`src/rtl/vga_pkg.sv`:
```
// Shared VGA definitions: receiver FSM state, default active geometry and
// standard 640x480@60 timing totals for sources and benches.
package vga_pkg;

    typedef enum logic [1:0] {
        ST_IDLE  = 2'd0,
        ST_VSYNC = 2'd1,
        ST_FRAME = 2'd2
    } state_t;

    localparam int H_ACTIVE = 640;
    localparam int V_ACTIVE = 480;

    localparam int H_FRONT  = 16;
    localparam int H_SYNC   = 96;
    localparam int H_BACK   = 48;
    localparam int H_TOTAL  = 800;

    localparam int V_FRONT  = 10;
    localparam int V_SYNC   = 2;
    localparam int V_BACK   = 33;
    localparam int V_TOTAL  = 525;

    // Internal counters are wider than the pixel coordinates and saturate,
    // so an endless blank_n-high run can never wrap back into range.
    localparam int CNT_W = 16;

    function automatic logic [CNT_W-1:0] sat_inc(input logic [CNT_W-1:0] v);
        return (&v) ? v : v + 1'b1;
    endfunction

endpackage

```
`src/rtl/edge_det.sv`:
```
// Registers a 1-bit input and derives rise/fall strobes from the registered
// sample and its predecessor.
module edge_det (
    input  logic clk,
    input  logic rst,
    input  logic i_d,
    output logic o_level,
    output logic o_rise,
    output logic o_fall
);

    logic r_d;
    logic r_d_prev;

    always_ff @(posedge clk or posedge rst) begin
        if (rst) begin
            r_d      <= 1'b0;
            r_d_prev <= 1'b0;
        end else begin
            r_d      <= i_d;
            r_d_prev <= r_d;
        end
    end

    assign o_level = r_d;
    assign o_rise  = r_d & ~r_d_prev;
    assign o_fall  = ~r_d & r_d_prev;

endmodule

```
`src/rtl/vga_rx.sv`:
```
// VGA capture: pixels framed by blank_n, frames by vsync; checks geometry
// against H_SIZE x V_SIZE and reports lock/err. hsync is ignored.
module vga_rx
    import vga_pkg::*;
#(
    parameter int H_SIZE = H_ACTIVE,
    parameter int V_SIZE = V_ACTIVE
) (
    input  logic        clk,
    input  logic        rst,
    input  logic        vga_hsync,
    input  logic        vga_vsync,
    input  logic        vga_blank_n,
    input  logic [7:0]  vga_r,
    input  logic [7:0]  vga_g,
    input  logic [7:0]  vga_b,
    output logic        pix_valid,
    output logic [9:0]  pix_x,
    output logic [8:0]  pix_y,
    output logic [23:0] pix_data,
    output logic        frame_start,
    output logic        frame_done,
    output logic        locked,
    output logic        err,
    output state_t      dbg_state
);

    localparam logic [CNT_W-1:0] H_LIM = CNT_W'(H_SIZE);
    localparam logic [CNT_W-1:0] V_LIM = CNT_W'(V_SIZE);

    state_t           r_state;
    state_t           w_state_nxt;
    logic [23:0]      r_rgb;
    logic [CNT_W-1:0] r_pix_cnt;
    logic [CNT_W-1:0] r_line_cnt;
    logic [CNT_W-1:0] w_lines_seen;
    logic             r_bad;

    logic w_vs_rise, w_vs_fall, w_unused_vs_level;
    logic w_bn_level, w_bn_fall, w_unused_bn_rise;
    logic w_unused_hsync;

    logic w_frame_begin, w_frame_end, w_pix_act, w_pix_ok;
    logic w_line_end, w_line_err, w_frame_err, w_bad_now;

    assign w_unused_hsync = vga_hsync;

    edge_det u_vs_edge (
        .clk     (clk),
        .rst     (rst),
        .i_d     (vga_vsync),
        .o_level (w_unused_vs_level),
        .o_rise  (w_vs_rise),
        .o_fall  (w_vs_fall)
    );

    edge_det u_bn_edge (
        .clk     (clk),
        .rst     (rst),
        .i_d     (vga_blank_n),
        .o_level (w_bn_level),
        .o_rise  (w_unused_bn_rise),
        .o_fall  (w_bn_fall)
    );

    always_ff @(posedge clk or posedge rst) begin
        if (rst) r_rgb <= '0;
        else     r_rgb <= {vga_r, vga_g, vga_b};
    end

    always_ff @(posedge clk or posedge rst) begin
        if (rst) r_state <= ST_IDLE;
        else     r_state <= w_state_nxt;
    end

    always_comb begin
        w_state_nxt = r_state;
        case (r_state)
            ST_IDLE:  if (w_vs_fall) w_state_nxt = ST_VSYNC;
            ST_VSYNC: if (w_vs_rise) w_state_nxt = ST_FRAME;
            ST_FRAME: if (w_vs_fall) w_state_nxt = ST_VSYNC;
            default:  w_state_nxt = ST_IDLE;
        endcase
    end

    // A line ending in the same cycle as vsync falls is counted before the
    // frame-length check, hence w_lines_seen rather than r_line_cnt.
    always_comb begin
        w_frame_begin = (r_state == ST_VSYNC) && w_vs_rise;
        w_frame_end   = (r_state == ST_FRAME) && w_vs_fall;
        w_pix_act     = (r_state == ST_FRAME) && w_bn_level;
        w_line_end    = (r_state == ST_FRAME) && w_bn_fall;
        w_pix_ok      = w_pix_act && (r_pix_cnt < H_LIM) && (r_line_cnt < V_LIM);
        w_line_err    = w_line_end && (r_pix_cnt != H_LIM);
        w_lines_seen  = w_line_end ? sat_inc(r_line_cnt) : r_line_cnt;
        w_frame_err   = w_frame_end && (w_lines_seen != V_LIM);
        w_bad_now     = (w_pix_act && !w_pix_ok) || w_line_err;
    end

    always_ff @(posedge clk or posedge rst) begin
        if (rst) begin
            r_pix_cnt  <= '0;
            r_line_cnt <= '0;
            r_bad      <= 1'b0;
        end else if (w_frame_begin) begin
            r_pix_cnt  <= '0;
            r_line_cnt <= '0;
            r_bad      <= 1'b0;
        end else begin
            if (w_pix_act) r_pix_cnt <= sat_inc(r_pix_cnt);
            if (w_line_end) begin
                r_pix_cnt  <= '0;
                r_line_cnt <= w_lines_seen;
            end
            if (w_bad_now) r_bad <= 1'b1;
        end
    end

    always_ff @(posedge clk or posedge rst) begin
        if (rst) begin
            pix_valid   <= 1'b0;
            pix_x       <= '0;
            pix_y       <= '0;
            pix_data    <= '0;
            frame_start <= 1'b0;
            frame_done  <= 1'b0;
            locked      <= 1'b0;
            err         <= 1'b0;
        end else begin
            pix_valid   <= w_pix_ok;
            frame_start <= w_frame_begin;
            frame_done  <= w_frame_end;
            err         <= w_line_err || w_frame_err;
            if (w_pix_ok) begin
                pix_x    <= r_pix_cnt[9:0];
                pix_y    <= r_line_cnt[8:0];
                pix_data <= r_rgb;
            end
            if (w_frame_end) locked <= !(r_bad || w_bad_now || w_frame_err);
        end
    end

    assign dbg_state = r_state;

endmodule

```
`config.mk`:
```
export PLATFORM = sky130hd
export DESIGN_NAME = vga_rx
export DESIGN_NICKNAME = d
export VERILOG_FILES = /design/src/rtl/vga_pkg.sv /design/src/rtl/edge_det.sv /design/src/rtl/vga_rx.sv
export SDC_FILE = /design/constraint.sdc
export NUM_CORES = 1
export LEC_CHECK = 0
export ABC_AREA = 0
export BUFFER_PORTS_ARGS = -buffer_cell sky130_fd_sc_hd__buf_2
export CAP_MARGIN = 0
export CORE_MARGIN = 2
export CORE_UTILIZATION = 53
export DETAILED_ROUTE_END_ITERATION = 12
export PLACE_DENSITY_LB_ADDON = 0.12
export SETUP_SLACK_MARGIN = 0.1
export SLEW_MARGIN = 20
export SYNTH_ARGS = -nofsm -noshare
export SYNTH_HDL_FRONTEND = slang
export SYNTH_SLANG_ARGS = --single-unit
```
`constraint.sdc`:
```
create_clock -name clk -period 3.8 [get_ports clk]
set_input_delay 0.19 -clock clk [delete_from_list [all_inputs] [get_ports clk]]
set_output_delay 0.19 -clock clk [all_outputs]
set_load 0.01 [all_outputs]
```
==> results list <==
- Result of the run: finished with violations
- Violated checks: hold timing
* Clock tree from TritonCTS: yes
* Placement Rows: 34
* Count of final hold-check violations: 91
* TritonCTS buffer count: 9
- H-tree levels: 3
- The later pin in the worst-skew pair is clocked with a latency of approximately 380 ps.
- In the final routed layout, each cell accounts on average for 15.1 um.
- The floorplan step defined a die boundary enclosing 0.00994 mm^2.
* Number of diodes added for antenna fixing: 0
- Prior to clock tree synthesis, the placed netlist has a worst setup slack of between 1000 and 1500 ps.
- Counting tap cells, the placed design contains a total of 645 instances.
- Die Width: 99.7 um
- At the pin with the least slew margin, the transition time is 863 ps.
- Startpoint type of the worst setup path: register
- In this run the remaining antenna-violating nets after routing total 0.
* Number of vias per cell after detailed routing: between 5 and 6
* Cell type with the highest occurrence count on the critical path: nor4_2
- In the final timing run, aggregate negative setup slack is 0 ps.
- For this run, the leading register cell type out of synthesis is dfrtp_1.
- Summed over all cells, the static leakage comes to 2.85 nW.
* Proportion of synthesized chip area in sequential cells: between 50% and 60%
- Total routed wirelength: 10,400 um
- Summed over all nets, the half-perimeter wirelength after detailed placement is ~6700 um.
* Detailed-routing iteration count for the pre-antenna-repair pass: 4
* Vias in the first global route: 3,612
- Worst Path Arrival: roughly 3000 ps
* Clock period minus worst slack: 2720 ps
- The number of nets handed over by synthesis was 515.
- Final setup violation count: 0
- Setup CP Type: reg -> reg
* Relative slew slack: between 40% and 50%
- Global routing finished with a remaining overflow of 0.
- RSZ-0062 raised after global routing: no
- RePlAce Congestion: 0.849
* Clk slew on worst S/H paths: 120 ps
- Area used by multi-input combinational logic: approximately 0.0018 mm^2
- The worst setup path is captured at a register.
- Core Box Area: 0.00881 mm^2
- For this run, the post-layout net count is a little over 600.
- Number of top-level pins: 79
* Async set-or-reset flop fraction in the synthesized netlist: 100%
* Power density over the cells: 492 mW/mm^2
* Number of clock sinks: 111
- Entering global routing, the biggest net connects 93 pins.
* Crit-path max FO: 14
- Initial Util: 55.1%
* Post-layout util: 64.3%
- The critical path contains buffers and inverters numbering 0 combined.
* Slowest-stage cell, CP: nor4_2
* Overall fraction of global-route tracks in use: 22.8%
- Max-cap violations in this run came to 0.
* Final slew viol count: 0
- Worst endpoint required time: slightly above 4000 ps
- In this run the tool buffered the top-level ports with 77 buffer cells.
* Post-synthesis instance area: slightly below 0.005 mm^2
- Share of cells above drive strength 1: 20.2%
* Root Driver: clkbuf_8
- Excluding fillers, the count of instances in the completed layout stands at 687.
- Filler cell count in the final layout: 715
- The initial antenna violation count was 0.
- Hold crit path type: in -> async
- Across the whole layout, storage elements account for between 0.002 and 0.003 mm^2.
* Synthesized area per cell: 10.1 um^2
- Final period util: 71.5%
- Via count: 3,706
* Chip height: 99.7 um
- # DRC: 0
- Walking the worst path, the cells encountered are nand4bb_2 -> nor4_2 -> nor4b_2 -> o2111ai_2 -> nor4_2 -> nand3_1 -> a21o_1.
- VDD sags by at most about 0.28 mV.
* Number of distinct library cell variants in the gate-level netlist after synthesis: 57
* FF+latch count, synth: ~110
- Maximum count of clock buffers along a single path: 2
- Worst hold margin: -39.8 ps
- Synthesis produced 483 cells.
- Layout area overhead: 16.5%
- Worst clock skew: about 13 ps
- During synthesis, Yosys emitted a total of 0 warnings.
- Crit path setup slack, layout: 1080 ps
- Number of synthesized flops with an enable pin: 0
* CTS-repair resized insts: 0
- First-iteration detailed-routing DRC count: approximately 230
- The first global-routing pass estimated 17,800 um of wire.
- Highest Clock Rate: 368 MHz
- The largest single stage delay on the critical path is 540 ps.
- The cell family contributing the most delay on the critical path is simple AND/OR/NAND/NOR gates.
[flip-flops by register name, indices dropped and copies added (netlist names), 2 cells and up]
register,flops
dbg_state,2
pix_x,10
r_rgb,24
pix_data,24
pix_y,9
r_line_cnt,16
r_pix_cnt,16
[worst reg2reg max path, stage by stage (launching register included)]
cell and delay, ps:
dfrtp_1 450, nand4bb_2 490, nor4_2 540, nor4b_2 360
o2111ai_2 140, nor4_2 320, nand3_1 130, a21o_1 190
[through the flow]
| step | cell area, um^2 | total power, W | hold slack, ps |
|---|---|---|---|
| after global placement | 5200 | 0.00208 | 298 |
| after detailed placement | 5200 | 0.00210 | 299 |
| after global routing | 5660 | 0.00296 | 5.55 |
| after CTS | 5660 | 0.00281 | 112 |
| after floorplan | 4860 | 0.00186 | 221 |
| final | 5660 | 0.00279 | -39.8 |
[synth_stat cells, types with 2 or more instances]
master | instances | area share, %
buf_6 | 4 | 0.93
clkbuf_8 | 6 | 1.7
mux2i_1 | 2 | 0.41
a22o_1 | 2 | 0.36
nand4_4 | 2 | 0.88
buf_4 | 2 | 0.31
dfrtp_1 | 111 | 57
and4_1 | 5 | 0.90
nor4_2 | 2 | 0.52
nand4_1 | 7 | 0.90
a21oi_1 | 12 | 1.2
xor2_1 | 6 | 1.1
clkbuf_1 | 13 | 1.0
and3_1 | 6 | 0.77
nor4_1 | 7 | 0.90
o31ai_1 | 2 | 0.31
nor2b_1 | 3 | 0.39
inv_1 | 11 | 0.85
xnor2_1 | 10 | 1.8
nor2_1 | 26 | 2.0
nand3b_1 | 2 | 0.31
nand2_1 | 152 | 12
ha_1 | 3 | 0.77
a41oi_1 | 2 | 0.36
a31oi_1 | 2 | 0.26
nand2b_1 | 4 | 0.52
or3_1 | 2 | 0.26
o21ai_0 | 22 | 2.3
nand3_1 | 20 | 2.1
nor3_1 | 7 | 0.72
o211ai_1 | 2 | 0.31
[cell usage in the layout (no fill, tap or decap), drive strengths merged, types with 2 or more instances in the layout]
cell           n
ha             3
nor2          26
xor2           6
or3            2
dlygate4sd3   26
a21oi         12
and3           6
inv           15
a311oi         2
or4            2
and4           5
xnor2         10
nand2b         4
a41oi          2
clkbuf         9
dfrtp        111
buf           80
a22o           2
nor2b          3
or4b           2
clkinv         3
o211ai         2
o21ai         23
mux2i          2
nand2        152
nor3           8
o31ai          2
nor4          10
nand4         10
nand3         21
nand3b         2
a31oi          2
[what timing repair did]
item | CTS | global route
setup buffers | 0 | 0
hold endpoints to repair | 26 | 0
endpoints found under the setup margin | 0 | 0
hold buffers | 26 | 0
[worst paths after layout]
path | start | endpoint | slack, ps | depth (start not counted)
setup reg to reg | dbg_state[0] | err | 1080 | 7
hold / removal | rst | pix_data[2] | -40 | 2
hold reg to reg | u_bn_edge.o_level | u_bn_edge.r_d_prev | 430 | 0
setup / recovery | dbg_state[0] | err | 1080 | 7
max in group asynchronous | rst | r_line_cnt[7] | 3050 | 3
min in group clk | u_bn_edge.o_level | u_bn_edge.r_d_prev | 430 | 0
[metal layers]
metal | vias up | wire [um] | global-route usage, %
met5 | - | 0 | 0
met4 | 0 | 76 | 5.69
met3 | 9 | 509 | 5.48
met2 | 93 | 5240 | 37.5
met1 | 1794 | 4580 | 30.8
li1 | 1810 | - | -
[power breakdown]
group | switching, W | total [W] | leakage (nW) | internal, W
Combinational | 0.000354 | 0.000602 | 1.30 | 0.000248
Sequential | 0.000127 | 0.00149 | 1.45 | 0.00136
Clock | 0.000437 | 0.000696 | 0.101 | 0.000258
Total | 0.000918 | 0.00279 | 2.85 | 0.00187
[area by class of cell]
class	instances	area share, %
repair buffers	106	11.8
clock buffers	9	2.19
well taps	108	2.39
multi-input cells	335	32.4
flip-flops and latches	111	49.1
clock inverters	7	1.28
inverters	11	0.818
[cells by family after synthesis]
logic type,synth area share [%]
DFF,57.2
and+or+nand+nor,26.2
adders and majority gates,0.773
buffers and inverters,5.10
muxes,0.412
xor gates and xnor gates,2.89
AOI/OAI and AO/OA,7.40
Note: power is estimated with default switching activity, not from simulation.
